**src/rtl/mem_port_arbiter.sv**
```systemverilog
// mem_port_arbiter
//   Shares one single-port, variable-latency memory between instruction fetch
//   (IF) and the MEM stage (DM). DM has fixed priority over IF because the
//   MEM-stage instruction is older. The memory side is a registered req/ack
//   handshake. Each requester gets registered read data and a one-cycle done
//   pulse. A memory access that waits MAX_WAIT cycles without an ack is
//   abandoned: the requester still gets its done pulse and zero data, and the
//   sticky timeout_err flag is set.
//
// Ports
//   clk, rst_n                      clock (rising edge), async active-low reset
//   if_req, if_addr                 fetch request, held until if_done
//   if_rdata, if_done               fetched word (registered), completion pulse
//   dm_req, dm_we, dm_addr, dm_wdata  load/store request, held until dm_done
//   dm_rdata, dm_done               load data (registered), completion pulse
//   mem_req, mem_we, mem_addr, mem_wdata  registered memory request
//   mem_rdata, mem_ack              memory read data and completion
//   stall                           global pipeline stall (combinational)
//   timeout_err                     sticky, set by any timed-out access
module mem_port_arbiter #(
    parameter int ADDR_W   = 32,
    parameter int DATA_W   = 32,
    parameter int MAX_WAIT = 15
) (
    input  logic              clk,
    input  logic              rst_n,
    input  logic              if_req,
    input  logic [ADDR_W-1:0] if_addr,
    output logic [DATA_W-1:0] if_rdata,
    output logic              if_done,
    input  logic              dm_req,
    input  logic              dm_we,
    input  logic [ADDR_W-1:0] dm_addr,
    input  logic [DATA_W-1:0] dm_wdata,
    output logic [DATA_W-1:0] dm_rdata,
    output logic              dm_done,
    output logic              mem_req,
    output logic              mem_we,
    output logic [ADDR_W-1:0] mem_addr,
    output logic [DATA_W-1:0] mem_wdata,
    input  logic [DATA_W-1:0] mem_rdata,
    input  logic              mem_ack,
    output logic              stall,
    output logic              timeout_err
);

    localparam int CNT_W = $clog2(MAX_WAIT + 1);

    typedef enum logic [1:0] {
        IDLE,
        BUSY_DM,
        BUSY_IF
    } state_t;

    state_t           state;
    logic [CNT_W-1:0] wait_cnt;
    logic             at_limit;

    // The edge that would bring the counter up to MAX_WAIT is the timeout edge,
    // so mem_req is high for at most MAX_WAIT cycles. An ack on that same edge
    // still wins.
    assign at_limit = (wait_cnt == CNT_W'(MAX_WAIT - 1));

    // The done cycle releases the stall; that is the pipeline-advance edge.
    assign stall = (if_req & ~if_done) | (dm_req & ~dm_done);

    // NOTE: every register here is written with <= so all of them update
    // together from values sampled at the same edge; blocking = would let
    // later statements see already-updated state.
    always_ff @(posedge clk or negedge rst_n) begin
        if (!rst_n) begin
            state       <= IDLE;
            wait_cnt    <= '0;
            mem_req     <= 1'b0;
            mem_we      <= 1'b0;
            mem_addr    <= '0;
            mem_wdata   <= '0;
            if_rdata    <= '0;
            dm_rdata    <= '0;
            if_done     <= 1'b0;
            dm_done     <= 1'b0;
            timeout_err <= 1'b0;
        end else begin
            if_done <= 1'b0;
            dm_done <= 1'b0;

            case (state)
                IDLE: begin
                    wait_cnt <= '0;
                    if (dm_req) begin
                        state     <= BUSY_DM;
                        mem_req   <= 1'b1;
                        mem_we    <= dm_we;
                        mem_addr  <= dm_addr;
                        mem_wdata <= dm_wdata;
                    end else if (if_req) begin
                        state    <= BUSY_IF;
                        mem_req  <= 1'b1;
                        mem_we   <= 1'b0;
                        mem_addr <= if_addr;
                    end
                end

                BUSY_DM, BUSY_IF: begin
                    if (mem_ack || at_limit) begin
                        // Completion by ack or by timeout: same exit path,
                        // only the returned data differs.
                        state    <= IDLE;
                        wait_cnt <= '0;
                        mem_req  <= 1'b0;
                        mem_we   <= 1'b0;
                        if (!mem_ack) begin
                            timeout_err <= 1'b1;
                        end
                        if (state == BUSY_IF) begin
                            if_done  <= 1'b1;
                            if_rdata <= mem_ack ? mem_rdata : '0;
                        end else begin
                            dm_done <= 1'b1;
                            if (!mem_ack) begin
                                dm_rdata <= '0;
                            end else if (!mem_we) begin
                                // Stores leave the last load data in place.
                                dm_rdata <= mem_rdata;
                            end
                        end
                    end else begin
                        wait_cnt <= wait_cnt + CNT_W'(1);
                    end
                end

                default: begin
                    state   <= IDLE;
                    mem_req <= 1'b0;
                    mem_we  <= 1'b0;
                end
            endcase
        end
    end

endmodule

```
**config.mk**
```make
export PLATFORM = sky130hd
export DESIGN_NAME = mem_port_arbiter
export DESIGN_NICKNAME = d
export VERILOG_FILES = /design/src/rtl/mem_port_arbiter.sv
export SDC_FILE = /design/constraint.sdc
export NUM_CORES = 1
export LEC_CHECK = 0
export CAP_MARGIN = 40
export CORE_AREA = 2 2 123 125
export CTS_CLUSTER_DIAMETER = 200
export DETAILED_ROUTE_END_ITERATION = 16
export DIE_AREA = 0 0 125 127
export MAX_ROUTING_LAYER = met4
export PLACE_DENSITY = 0.84
export SYNTH_ARGS = -nofsm -noshare
export SYNTH_HDL_FRONTEND = slang
export SYNTH_SLANG_ARGS = --single-unit
```
**constraint.sdc**
```tcl
create_clock -name clk -period 1.8 [get_ports clk]
set_input_delay 0.45 -clock clk [delete_from_list [all_inputs] [get_ports clk]]
set_output_delay 0.45 -clock clk [all_outputs]
set_load 0.05 [all_outputs]
```
* Yosys cells after proc, flatten, opt, wreduce, memory -nomap -nowiden
Cells that the tools add are included.
Cells by class: mux-type cells 24, eq/ne operators 6, bitwise operators 7, $add $sub $neg 1, reductions and logical operators 11
Operators with widths (number):
- 32-bit two-way mux | 5
- 1-bit two-way mux | 11
- 4-bit one-hot mux with 2 select lines | 1
- 2-bit two-way mux | 3
- 2-bit AND reduction | 3
- 3-bit AND reduction | 2
- 4-bit by 1-bit adder with 4-bit output, second input constant | 1
- 4-bit equality test, second input constant | 1
- 4-bit two-way mux | 1
- 2-bit != test, second input constant | 2
- 1-bit inverter | 4
- 1-bit one-hot mux with 2 select lines | 2
- 2-bit one-hot mux with 2 select lines | 1
- 4-bit AND reduction | 1
- 2-bit nonzero test | 2
- 3-bit != test, second input constant | 1
- 1-bit bitwise AND | 2
- 2-bit by 1-bit equality test with 1-bit output, second input constant | 1
- 2-bit equality test, second input constant | 1
- 2-bit zero test | 1
- 2-bit OR reduction | 1
- 1-bit logical OR | 1
- 1-bit OR | 1
Storage, ports and cells: logic and storage cells 60, flip-flop bits (word level) 139, output and inout port bits 134, input port bits 134

* Longest topological paths before layout
depth after elaboration 4, gate-level depth with buffers 7, mapped depth without buffers 5

* Worst setup path before layout
OpenSTA, ideal clock, no wires.
path kind input to output, start in dm_req, end out stall, arrival time 1.727 ns, required time 1.350 ns, cell stages on the path 4, path buffers 2, setup slack -0.377 ns, cell sequence buf_2 buf_2 inv_1 o22ai_1
On the way: word-level cells in the longest chain between the ends 2
Ends and longest elaborated chain:
- from (decl) | RTL line 31 | input logic dm_req,
- 1-bit bitwise AND | RTL line 65 | assign stall = (if_req & ~if_done) | (dm_req & ~dm_done);
- 1-bit OR | RTL line 65
- to (decl) | RTL line 43 | output logic stall,
Every way passes these cells.

* Final worst setup path
start reg state[1], end reg dm_rdata[10]
On the way: word-level cells in the longest chain between the ends 3, elaborated cells on any way between the ends 5, those cells by class eq/ne (2); bitwise (1); reduce/logical (2)
Ends and longest elaborated chain:
- from (decl) | RTL line 55 | state_t state;
- from (signal assigned) | RTL line 72 | state <= IDLE;
- from (signal assigned) | RTL line 91 | state <= BUSY_DM;
- from (signal assigned) | RTL line 97 | state <= BUSY_IF;
- 2-bit equality test / 2-bit by 1-bit equality test with 1-bit output (equally long branches) | RTL line 87, 115
- 2-bit OR reduction / 1-bit inverter (equally long branches)
- 4-bit AND reduction (no line) (*)
- to (signal assigned) | RTL line 124 | dm_rdata <= mem_rdata;
- to (decl) | RTL line 35 | output logic [DATA_W-1:0] dm_rdata,
Mark *: on every way between the ends. The rest lies on a longest branch, timed or not. A chain may end at the register's enable or synchronous reset.

==> results.json <==
{
  "outcome": "finished clean",
  "rsz0062_at_grt": "true",
  "route.final.wire_length_um": 18000,
  "antenna_found_initial": 0,
  "drc": 0,
  "fmax_mhz": 557,
  "dp_hpwl_um": 13400,
  "path_clk_slew_ns": 0.06,
  "grt_pass1_vias": 5424,
  "p_sw_w": 0.0100,
  "whs_path_depth": 1,
  "cts_tree": "built",
  "r2r_cells": 6,
  "drt_iter0_drc": 370,
  "ys_seq_area_share_pct": 58.3,
  "grt_pass1_wl_um": 28200,
  "r2r-start": "state[1]$_DFFE_PN0P_",
  "layout.nets": 934,
  "fin_crit_ns": 1.79,
  "clk_latency_ns": 0.41,
  "drtAntennaViolNets": 0,
  "setup_viol_count_final": 0,
  "pwr-share-seq_pct": 27.2,
  "place_congestion": 0.872,
  "yosysWarningCount": 0,
  "cp-startpoint": "state[1]$_DFFE_PN0P_",
  "crit_arrival_ns": 2.05,
  "ys_ff_latch": 139,
  "cts.htree.levels": 4,
  "clkPwrFrac_pct": 16.2,
  "core-area_sq_um": 14400,
  "start_util_pct": 41.4,
  "layout_common_cells": "buf_4 (149), dfrtp_1 (139), clkdlybuf4s50_1 (130)",
  "maxCapViolations": 0,
  "crit_fanout": 64,
  "p_per_area_nw_per_um2": 2200,
  "slew_violations": 0,
  "drive_gt1_share_pct": 28.9,
  "synthesis.area_sq_um": 5970,
  "path_class": "reg -> reg",
  "synth_cells": 521,
  "final_common_cell": "buf_4",
  "n_antenna_cell": 0,
  "area_growth_pct": 56.0,
  "final_cells": 991,
  "leakagePower_nw": 4.28,
  "die_width_um": 125,
  "drt-vias-per-instance": 5.30,
  "first_pass_iters": 6,
  "start_kind": "flip-flop",
  "ios": 268,
  "numCtsBuffers": 17,
  "cp-end-kind": "flip-flop",
  "r2r_end": "dm_rdata[10]$_DFFE_PN0P_",
  "peakVddDrop_v": 0.00147,
  "grt_remaining_overflow": 0,
  "chipHeight_um": 127,
  "relSlewSlack_pct": 65.1,
  "synth_cell_types": 37,
  "grt.total_usage_pct": 23.2,
  "portBuffers": 267,
  "die-area_sq_um": 15900,
  "required_ns": 2.06,
  "skew_ns": 0.00763,
  "combPwrFrac_pct": 56.5,
  "dr_total_vias": 5257,
  "hold_class": "reg -> reg",
  "avgSynthCellArea_sq_um": 11.5,
  "worst_slew_pin_slew_ns": 0.523,
  "sw_frac_of_total_pct": 49.0,
  "hold_violations": 0,
  "period_share_pct": 99.7,
  "syn_nets": 660,
  "r2r_slack_ns": 0.005,
  "cp-endpoint": "dm_rdata[10]$_DFFE_PN0P_",
  "rows": 44,
  "cts_root_buf": "clkbuf_16",
  "wl_per_cell_um": 18.2,
  "p_int_w": 0.0104,
  "grt_max_degree": 65,
  "dp_cells": 958,
  "n_fill_cell": 1082,
  "clock_sinks": 139,
  "finalSetupTns_ns": 0,
  "clockBufferDepth": 2
}
-- flip-flops by register name, summed over array words and instances, names as in the netlist --
| register | flops |
|---|---|
| mem_req | 1 |
| dm_done | 1 |
| timeout_err | 1 |
| if_rdata | 32 |
| mem_we | 1 |
| mem_addr | 32 |
| mem_wdata | 32 |
| wait_cnt | 4 |
| dm_rdata | 32 |
| state | 2 |
| if_done | 1 |
-- per-layer routing --
layer | vias to the layer above | track usage, % | share of wire [%]
li1 | 2429 | - | -
met1 | 2574 | 26.5 | 40
met2 | 215 | 39.3 | 52
met3 | 39 | 5.49 | 5.4
met4 | 0 | 10.2 | 2.9
met5 | - | - | 0
-- critical path, stage by stage, from the launching register on --
cell and delay [ns]:
dfrtp_1 0.42, inv_1 0.07, ha_2 0.40, nand2b_2 0.10
buf_12 0.19, o21ai_0 0.24, o311ai_0 0.19
-- how the worst min path moves through the flow --
stage                                   startpoint                  endpoint  slack, ns
after floorplan                              rst_n         dm_done$_DFF_PN0_       0.15
final                      timeout_err$_DFFE_PN0P_   timeout_err$_DFFE_PN0P_       0.48
after global routing      mem_addr[18]$_DFFE_PN0P_  mem_addr[18]$_DFFE_PN0P_       0.51
after CTS                 mem_addr[30]$_DFFE_PN0P_  mem_addr[30]$_DFFE_PN0P_       0.48
after global placement                       rst_n  if_rdata[16]$_DFFE_PN0P_       0.41
after detailed placement                     rst_n  if_rdata[12]$_DFFE_PN0P_       0.41
-- synth_stat cells, drive strengths merged --
cell type / count / area [sq um]
and2b: 1 / 7.51
a221o: 1 / 10.0
a31oi: 1 / 21.3
or2: 1 / 6.26
a22o: 32 / 280
o22a: 2 / 17.5
nor2: 2 / 7.51
nand3b: 1 / 20.0
a211o: 1 / 8.76
nand2: 102 / 383
clkbuf: 21 / 78.8
inv: 6 / 22.5
ha: 5 / 62.6
o221ai: 1 / 8.76
nor4bb: 1 / 10.0
and3: 2 / 12.5
nand2b: 2 / 12.5
nor2b: 2 / 12.5
or4: 1 / 7.51
nor4b: 1 / 8.76
dfrtp: 139 / 3480
nand4: 1 / 6.26
nand3: 6 / 30.0
o22ai: 1 / 6.26
buf: 20 / 119
o31ai: 1 / 7.51
o21bai: 1 / 7.51
o311ai: 31 / 272
mux2i: 32 / 320
mux2: 32 / 360
and2: 2 / 15.0
o21ai: 66 / 330
a21oi: 3 / 15.0
-- power by group through the flow --
stage	clock (W)	sequential, W	combinational, W
5_1_grt	0.00355	0.00573	0.0121
3_3_place_gp	0	0.00548	0.0113
4_1_cts	0.00340	0.00556	0.0116
6_report	0.00332	0.00557	0.0116
2_1_floorplan	0	0.0104	0.00271
3_5_place_dp	0	0.00559	0.0116
-- per-stage QoR --
| stage | hold slack, ns | cell area [sq um] | power [W] | setup WS (ns) | utilization (%) |
|---|---|---|---|---|---|
| 3_3_place_gp | 0.411 | 8720 | 0.0168 | -0.0863 | 60.5 |
| 2_1_floorplan | 0.154 | 5980 | 0.0131 | 0.0449 | - |
| 5_1_grt | 0.506 | 9300 | 0.0213 | -0.000702 | 64.5 |
| 3_5_place_dp | 0.414 | 8720 | 0.0171 | -0.260 | 60.5 |
| 4_1_cts | 0.484 | 9290 | 0.0205 | 0.0448 | 64.4 |
| 6_report | 0.477 | 9300 | 0.0204 | 0.00547 | 64.5 |
-- layout make-up --
type / instances / area [sq um] / share of cell area, %
well taps: 184 / 230 / 2.47
multi-input cells: 335 / 2300 / 24.7
flip-flops and latches: 139 / 3480 / 37.4
repair buffers: 296 / 2720 / 29.2
clock buffers: 20 / 437 / 4.69
clock inverters: 11 / 124 / 1.33
inverters: 6 / 22.5 / 0.242
-- timing repair --
action / CTS / global route
setup endpoints to repair: 1 / 41
hold endpoints to repair: 41 / 0
hold buffers: 1 / 0
setup buffers: 0 / 1
gates resized for setup: 2 / 2
-- logic make-up (layout without fill, tap and decap cells) --
group	after synthesis	after routing	share of synthesized area (%)
DFF	139	139	58.3
AOI/OAI and AO/OA	141	141	16.5
muxes	64	64	11.4
and+or+nand+nor	125	125	9.04
buffers and inverters	47	333	3.69
adders and majority gates	5	5	1.05
No activity file was read; power rests on OpenSTA's default activity.
